===== src/rtl/memory_arbiter.sv =====
`default_nettype none
// ============================================================================
// memory_arbiter: shares one RAM port between instruction and data accesses,
// with alternating grants under contention and a sticky RAM-timeout trap.
// Revision: 1.0
// ============================================================================
module memory_arbiter #(
   parameter int TIMEOUT = 255,
   parameter int CW      = 8
) (
   input  logic        CLK,
   input  logic        RST,
   input  logic        iren,
   input  logic [31:0] iaddr,
   input  logic        dren,
   input  logic        dwen,
   input  logic [31:0] daddr,
   input  logic [31:0] dstore,
   output logic        ihit,
   output logic        dhit,
   output logic [31:0] iload,
   output logic [31:0] dload,
   output logic        ramren,
   output logic        ramwen,
   output logic [31:0] ramaddr,
   output logic [31:0] ramstore,
   input  logic [31:0] ramload,
   input  logic        ramready,
   output logic        err
);

   typedef enum logic [1:0] {
      IDLE = 2'd0,
      DACC = 2'd1,
      IACC = 2'd2,
      ERR  = 2'd3
   } state_t;

   localparam logic [CW-1:0] C_CNT_MAX = CW'(TIMEOUT - 1);

   generate
      if (TIMEOUT < 1 || TIMEOUT > 255 || (2 ** CW) <= TIMEOUT) begin : g_bad_params
         $error("memory_arbiter: TIMEOUT must be 1..255 and fit in CW bits");
      end
   endgenerate

   state_t          r_state;
   state_t          w_next;
   logic            r_wr;
   logic [31:0]     r_addr;
   logic [31:0]     r_store;
   logic [CW-1:0]   r_cnt;
   logic [CW-1:0]   w_cnt_next;
   logic            r_last_grant;
   logic            r_err;
   logic            w_dreq;
   logic            w_grant_d;
   logic            w_grant_i;

   // A simultaneous read and write request is handled as a write.
   assign w_dreq = dren | dwen;
   assign err    = r_err;

   always_ff @(posedge CLK) begin
      if (RST) begin
         r_state      <= IDLE;
         r_cnt        <= '0;
         r_last_grant <= 1'b0;
         r_err        <= 1'b0;
         r_wr         <= 1'b0;
         r_addr       <= '0;
         r_store      <= '0;
      end else begin
         r_state <= w_next;
         r_cnt   <= w_cnt_next;
         if (w_grant_d) begin
            r_wr    <= dwen;
            r_addr  <= daddr;
            r_store <= dstore;
         end else if (w_grant_i) begin
            r_wr    <= 1'b0;
            r_addr  <= iaddr;
         end
         if (dhit) begin
            r_last_grant <= 1'b1;
         end else if (ihit) begin
            r_last_grant <= 1'b0;
         end
         if (w_next == ERR) begin
            r_err <= 1'b1;
         end
      end
   end

   always_comb begin
      w_next     = r_state;
      w_grant_d  = 1'b0;
      w_grant_i  = 1'b0;
      w_cnt_next = '0;
      ihit       = 1'b0;
      dhit       = 1'b0;
      iload      = '0;
      dload      = '0;
      ramren     = 1'b0;
      ramwen     = 1'b0;
      ramaddr    = '0;
      ramstore   = '0;
      case (r_state)
         IDLE: begin
            // Under contention the side that did not complete last wins.
            if (w_dreq && (!iren || !r_last_grant)) begin
               w_grant_d = 1'b1;
               w_next    = DACC;
            end else if (iren) begin
               w_grant_i = 1'b1;
               w_next    = IACC;
            end
         end
         DACC: begin
            ramaddr  = r_addr;
            ramren   = ~r_wr;
            ramwen   = r_wr;
            ramstore = r_wr ? r_store : '0;
            if (!w_dreq) begin
               w_next = IDLE;
            end else if (ramready) begin
               dhit   = 1'b1;
               dload  = ramload;
               w_next = IDLE;
            end else if (r_cnt == C_CNT_MAX) begin
               w_next = ERR;
            end else begin
               w_cnt_next = r_cnt + CW'(1);
            end
         end
         IACC: begin
            ramaddr = r_addr;
            ramren  = 1'b1;
            if (!iren) begin
               w_next = IDLE;
            end else if (ramready) begin
               ihit   = 1'b1;
               iload  = ramload;
               w_next = IDLE;
            end else if (r_cnt == C_CNT_MAX) begin
               w_next = ERR;
            end else begin
               w_cnt_next = r_cnt + CW'(1);
            end
         end
         ERR: begin
            w_next = ERR;
         end
         default: begin
            w_next = IDLE;
         end
      endcase
   end

endmodule
`default_nettype wire

===== config.mk =====
export PLATFORM = sky130hd
export DESIGN_NAME = memory_arbiter
export DESIGN_NICKNAME = d
export VERILOG_FILES = /design/src/rtl/memory_arbiter.sv
export SDC_FILE = /design/constraint.sdc
export NUM_CORES = 1
export LEC_CHECK = 0
export CORE_MARGIN = 2
export CORE_UTILIZATION = 33
export CTS_CLUSTER_SIZE = 14
export DETAILED_ROUTE_END_ITERATION = 8
export PLACE_DENSITY = 0.88
export SETUP_SLACK_MARGIN = 0.05
export SLEW_MARGIN = 0
export SYNTH_ARGS = -nofsm -noshare
export SYNTH_HDL_FRONTEND = slang
export SYNTH_SLANG_ARGS = --single-unit

===== constraint.sdc =====
create_clock -name CLK -period 1.9 [get_ports CLK]
set_clock_uncertainty 0.2 [all_clocks]
set_input_delay 0.38 -clock CLK [delete_from_list [all_inputs] [get_ports CLK]]
set_output_delay 0.38 -clock CLK [all_outputs]
set_load 0.02 [all_outputs]

==> impl_metrics.toml, run 1 <==
[run_status]
status = "finished with violations"
violations = "negative setup slack"

[place]
place_congestion = 0.829
port_buffers = 266
dpl.hpwl_um = 10300
place_ws_ns = -0.742

[setup_path]
slowest_stage = "clkdlybuf4s50_1"
cp_cell_sequence = "clkdlybuf4s50_1 > o21ai_4 > nor2_4 > buf_12 > buf_8 > and2_4 > buf_6"
cpLargestDelayFamily = "buffers and inverters"
regToRegStartpoint = "r_state[1]$_SDFF_PP0_"
start_kind = "input pin"
critPathMaxFanout = 5
path_buf_inv = 4
cp-startpoint = "dwen"
cp.required_ns = 1.32
worstSetupEndpointType = "output pin"
cp_slowest_stage_delay_ns = 0.54
worst_ep_arrival_time_ns = 1.69
critical_path_class = "in2out"

[grt]
grt.overflow.total = 0
grt_usage = 0.227
antenna_found_initial = 1
grt_max_degree = 37
grt_pass1_wl_um = 23400
grt_pass1_vias = 4614

[cts]
clockBufferDepth = 2
cts_made_buffers = 9
clk_pin_slew_ns = 0.06
htreeDepth = 3
cts_tree = "built"
clkLatencyLatePin_ns = 0.33
root_buffer = "clkbuf_16"
cts_sinks = 77
ctsHoldBuffers = 0

[cells_and_area]
fin_nets = 958
area_delta_synth_final_pct = 113
drive_gt1_frac = 0.415
nFillCells = 838
n_antenna_cell = 0

[yosys]
yosysSeqAreaShare = 0.387
postSynthAreaPerCell_um2 = 7.78
yosysTopAreaCell = "dfxtp_1"
netlist_area_mm2 = 0.00398
synthTopCellsByArea = "dfxtp_1 (39%), and2_1 (15%), nand2_1 (9.5%)"
ys_types = 35
synth_warnings = 0
netlist_instances = 512
synth-seq-cells = 77
syn-num-nets = 653
yosysTopAreaCellShare = 0.387

[timing]
rsz0062_at_grt = "yes"
clock.fmax_mhz = 440
worst_pin_slew_ns = 0.390
period_share = 1.20
relSlewSlack = 0.736
fin_hold_ws_ns = 0.196
tns_ns = -35.97
worst_slack_ns = -0.374
hold_violations = 0
setup_viol = 162
period_needed_ns = 2.27
slew_viol_final = 0

[floorplanning]
die_h_um = 114
die_w_um = 114
die-area_mm2 = 0.0130
initial_core_util = 0.334
io_pins = 267
row_count = 40
core_area_mm2 = 0.0119

[route]
drt-pass1-iter-count = 5
route.vias.total = 4870
ant_nets = 0
drt-total-wl_um = 17100
wire_per_inst_um = 17.7
avgViaCountPerCell = 5.03
drc_errors = 0
drt-initial-drc-count = 379

[power_and_ir_drop]
report.power.total_mw = 10.1
peakVddDrop_v = 0.000772
leakage_nw = 3.66
powerDensity_mw_per_mm2 = 1190

[worst_hold_path]
hold_path.class = "in2reg"
min_from = "RST"

[flow_run]
cap_violations = 0
per-stage QoR:
step	area, µm²	cells	utilization
finish	8490	969	0.713
global route	8490	969	0.713
CTS	7920	949	0.665
detailed placement	7080	916	0.594
global placement	7080	916	0.594
floorplan	4030	512	-
flip-flops by register name, indices dropped and copies added (netlist names):
name	cells
err	1
r_addr	32
r_cnt	8
r_last_grant	1
r_state	2
r_store	32
r_wr	1
synth_stat cells, drive strengths merged:
master / number
o221ai: 32
o21ai: 3
and2: 98
nand3: 4
a221oi: 1
a22o: 1
a311o: 1
nor3b: 1
a21oi: 66
nand2b: 1
nor4b: 1
dfxtp: 77
nand2: 101
o2bb2ai: 1
o21bai: 1
or2: 1
xnor2: 4
and4: 1
a21o: 1
inv: 7
and3: 32
o21a: 1
nand4: 2
ha: 7
nor2: 14
xor2: 2
nor3: 4
clkbuf: 26
nor2b: 2
a32oi: 1
a222oi: 1
buf: 17
worst paths after layout:
| kind | endpoint | slack, ns | cells after the start |
|---|---|---|---|
| min reg2reg | r_addr[14]$_SDFFE_PP0P_ | 0.25 | 2 |
| min | r_state[0]$_SDFF_PP0_ | 0.20 | 3 |
| max | dload[27] | -0.37 | 7 |
| max reg2reg | r_state[1]$_SDFF_PP0_ | -0.17 | 9 |
cells in the final DEF (no fill, tap or decap), types with 5 or more instances in the layout:
master | netlist | final
and3_1 | 32 | 16
and2_1 | 98 | 13
nor2_1 | 13 | 7
nand2_1 | 101 | 101
buf_6 | 0 | 140
clkbuf_16 | 0 | 15
buf_12 | 0 | 15
a21oi_1 | 66 | 65
dfxtp_1 | 77 | 75
and2_2 | 0 | 5
and2_4 | 0 | 80
buf_4 | 1 | 34
and3_4 | 0 | 16
o221ai_1 | 32 | 32
clkdlybuf4s50_1 | 0 | 129
layer usage:
metal	global-route usage	vias up	share of wire
met2	0.412	181	0.53
met1	0.265	2299	0.39
met5	0	-	0.00064
li1	-	2356	-
met4	0.0715	2	0.019
met3	0.0537	32	0.060
tightest hold or removal path, stage by stage:
cell and delay, ns:
buf_2 0.12, a311o_1 0.13, a221oi_2 0.05
power breakdown:
part / total, mW / switching [mW] / internal, mW
clock: 1.85 / 0.689 / 1.16
sequential: 2.33 / 0.251 / 2.08
combinational: 5.96 / 2.77 / 3.19
cell families after synthesis:
kind of cell | Yosys count | share of synthesized area
AO/OA/AOI/OAI | 110 | 0.185
XOR/XNOR | 6 | 0.0132
adder cells (fa/ha/maj) | 7 | 0.0220
buffers and inverters | 50 | 0.0531
flip-flops | 77 | 0.387
AND/OR/NAND/NOR | 262 | 0.340
final cells by class:
type / count / area (µm²) / area share
Timing Repair Buffer: 337 / 3790 / 0.446
Multi-Input combinational cell: 385 / 2610 / 0.308
Sequential cell: 77 / 1550 / 0.182
Clock buffer: 11 / 233 / 0.0274
Tap cell: 147 / 184 / 0.0217
Clock inverter: 5 / 83.8 / 0.00988
Inverter: 7 / 38.8 / 0.00457
repair_timing:
action                                  CTS  global route
buffers inserted                          9            14
endpoints found under the setup margin  134           190
pin swaps                                28            14
resized for setup                       790           149
gates cloned                              8             8
(Power assumes the default switching activity.)
==> run 2, diff against run 1 <==
--- a/config.mk
+++ b/config.mk
@@ -7,6 +7,7 @@
 export LEC_CHECK = 0
 export CORE_MARGIN = 2
 export CORE_UTILIZATION = 33
+export CTS_BUF_LIST = sky130_fd_sc_hd__clkbuf_16
 export CTS_CLUSTER_SIZE = 14
 export DETAILED_ROUTE_END_ITERATION = 8
 export PLACE_DENSITY = 0.88
==> run 2 against run 1 <==
The flow still finishes with violations (negative setup slack). Clock power about the same. Non-clock buffer count unchanged. Flip-flop and latch count unchanged. Die area unchanged. Fmax unchanged. Combinational power about the same. Critical endpoint unchanged. Highest routed layer unchanged.
==> impl_metrics.toml, run 2 (synthesized netlist as in run 1, its figures left out) <==
[cells_and_area]
fin_nets = 958
drive_gt1_frac = 0.415
area_delta_synth_final_pct = 113
reg_top3 = "r_addr: 32 flops, r_store: 32 flops, r_cnt: 8 flops"
n_antenna_cell = 0
final_cell_mix = "buf_6 (140), clkdlybuf4s50_1 (129), nand2_1 (101), and2_4 (80), dfxtp_1 (75)"
final_common_cell = "buf_6"
instances_no_fill = 969

[timing]
setup_viol = 162
clock.fmax_mhz = 440
worst_slack_ns = -0.374
period_needed_ns = 2.27
hold_violations = 0
worst_pin_slew_ns = 0.390
rsz0062_at_grt = "yes"
relSlewSlack = 0.736
slew_viol_final = 0
period_share = 1.20

[floorplanning]
die_h_um = 114
die-area_mm2 = 0.0130
initial_core_util = 0.334
io_pins = 267
die_w_um = 114
row_count = 40
core_area_mm2 = 0.0119

[cts]
clockBufferDepth = 2
clkLatencyLatePin_ns = 0.33
clk_pin_slew_ns = 0.06
htreeDepth = 3
root_buffer = "clkbuf_16"
ctsHoldBuffers = 0
cts_sinks = 77
cts_made_buffers = 9
cts_tree = "built"

[place]
dpl.hpwl_um = 10300
place_congestion = 0.829
port_buffers = 266
dp.cells = 916

[run_status]
violations = "negative setup slack"
status = "finished with violations"

[grt]
antenna_found_initial = 1
grt_pass1_wl_um = 23400
grt_max_degree = 37
grt_usage = 0.227
grt.overflow.total = 0
grt_pass1_vias = 4615

[setup_path]
reg2reg_depth = 9
worst_ep_arrival_time_ns = 1.69
worstSetupEndpointType = "output pin"
cp.required_ns = 1.32
regToRegStartpoint = "r_state[1]$_SDFF_PP0_"
critPathMaxFanout = 5
start_kind = "input pin"
critical_path_class = "in2out"
r2r-end = "r_state[1]$_SDFF_PP0_"
r2r_slack_ns = -0.17

[worst_hold_path]
hold_path.class = "in2reg"
min_from = "RST"
holdPathStages = 3
hold_end = "r_state[0]$_SDFF_PP0_"

[power_and_ir_drop]
report.power.total_mw = 10.1
peakVddDrop_v = 0.000764
leakage_nw = 3.66
powerDensity_mw_per_mm2 = 1190

[flow_run]
cap_violations = 0

[route]
drc_errors = 0
ant_nets = 0
wire_per_inst_um = 17.7
route.vias.total = 4868
avgViaCountPerCell = 5.02
drt-pass1-iter-count = 5
drt-initial-drc-count = 377
drt-total-wl_um = 17100
[run 2: changes by cell type in the layout (fill, tap and decap cells not counted), sizes merged]
cell,change
clkbuf,-2
inv,+2
[run 2: timing repair]
item / CTS / global route
pin swaps: 28 / 14
setup buffers: 9 / 14
gates cloned: 8 / 8
setup endpoints to repair: 134 / 190
resized for setup: 790 / 149
[run 2: cell type report]
class / count / area [µm²]
clock buffers: 9 / 225
clock inverters: 7 / 91.3
fillers: 838 / 3420
inverters: 7 / 38.8
multi-input cells: 385 / 2610
flip-flops and latches: 77 / 1550
well taps: 147 / 184
repair buffers: 337 / 3790
[run 2: where the power goes]
part | leakage (nW) | internal, mW | switching [mW]
Combinational | 2.87 | 3.19 | 2.77
Clock | 0.155 | 1.15 | 0.689
Sequential | 0.635 | 2.08 | 0.251
Total | 3.66 | 6.42 | 3.71
[run 2: layer usage]
| metal | part of all wire | wire, µm | vias up | global-route usage |
|---|---|---|---|---|
| met5 | 0.00064 | 11 | - | 0 |
| met4 | 0.018 | 313 | 2 | 0.0715 |
| met3 | 0.059 | 1010 | 32 | 0.0537 |
| met2 | 0.53 | 9060 | 179 | 0.412 |
| met1 | 0.39 | 6730 | 2298 | 0.265 |
| li1 | - | - | 2357 | - |
[run 2: how the worst max path moves through the flow]
| stage | start | end |
|---|---|---|
| after detailed placement | dwen | dload[27] |
| after CTS | r_state[1]$_SDFF_PP0_ | dload[7] |
| after global placement | ramready | iload[2] |
| after floorplan | r_state[1]$_SDFF_PP0_ | dload[23] |
| final | dwen | dload[27] |
| after global routing | r_state[1]$_SDFF_PP0_ | dload[30] |
[run 2: metrics by stage]
step	area [µm²]	hold WS, ns	TNS (ns)	utilization	setup WS [ns]
floorplan	4030	0.227	0	-	0.0455
global placement	7080	0.233	-79.73	0.594	-0.727
detailed placement	7080	0.239	-82.07	0.594	-0.742
CTS	7920	0.187	-34.41	0.665	-0.386
global route	8490	0.209	-43.30	0.713	-0.413
finish	8490	0.196	-35.99	0.713	-0.374
[run 2: critical path, stage by stage]
cell and delay, ns:
clkdlybuf4s50_1 0.54, o21ai_4 0.09, nor2_4 0.18, buf_12 0.15, buf_8 0.11, and2_4 0.14, buf_6 0.11
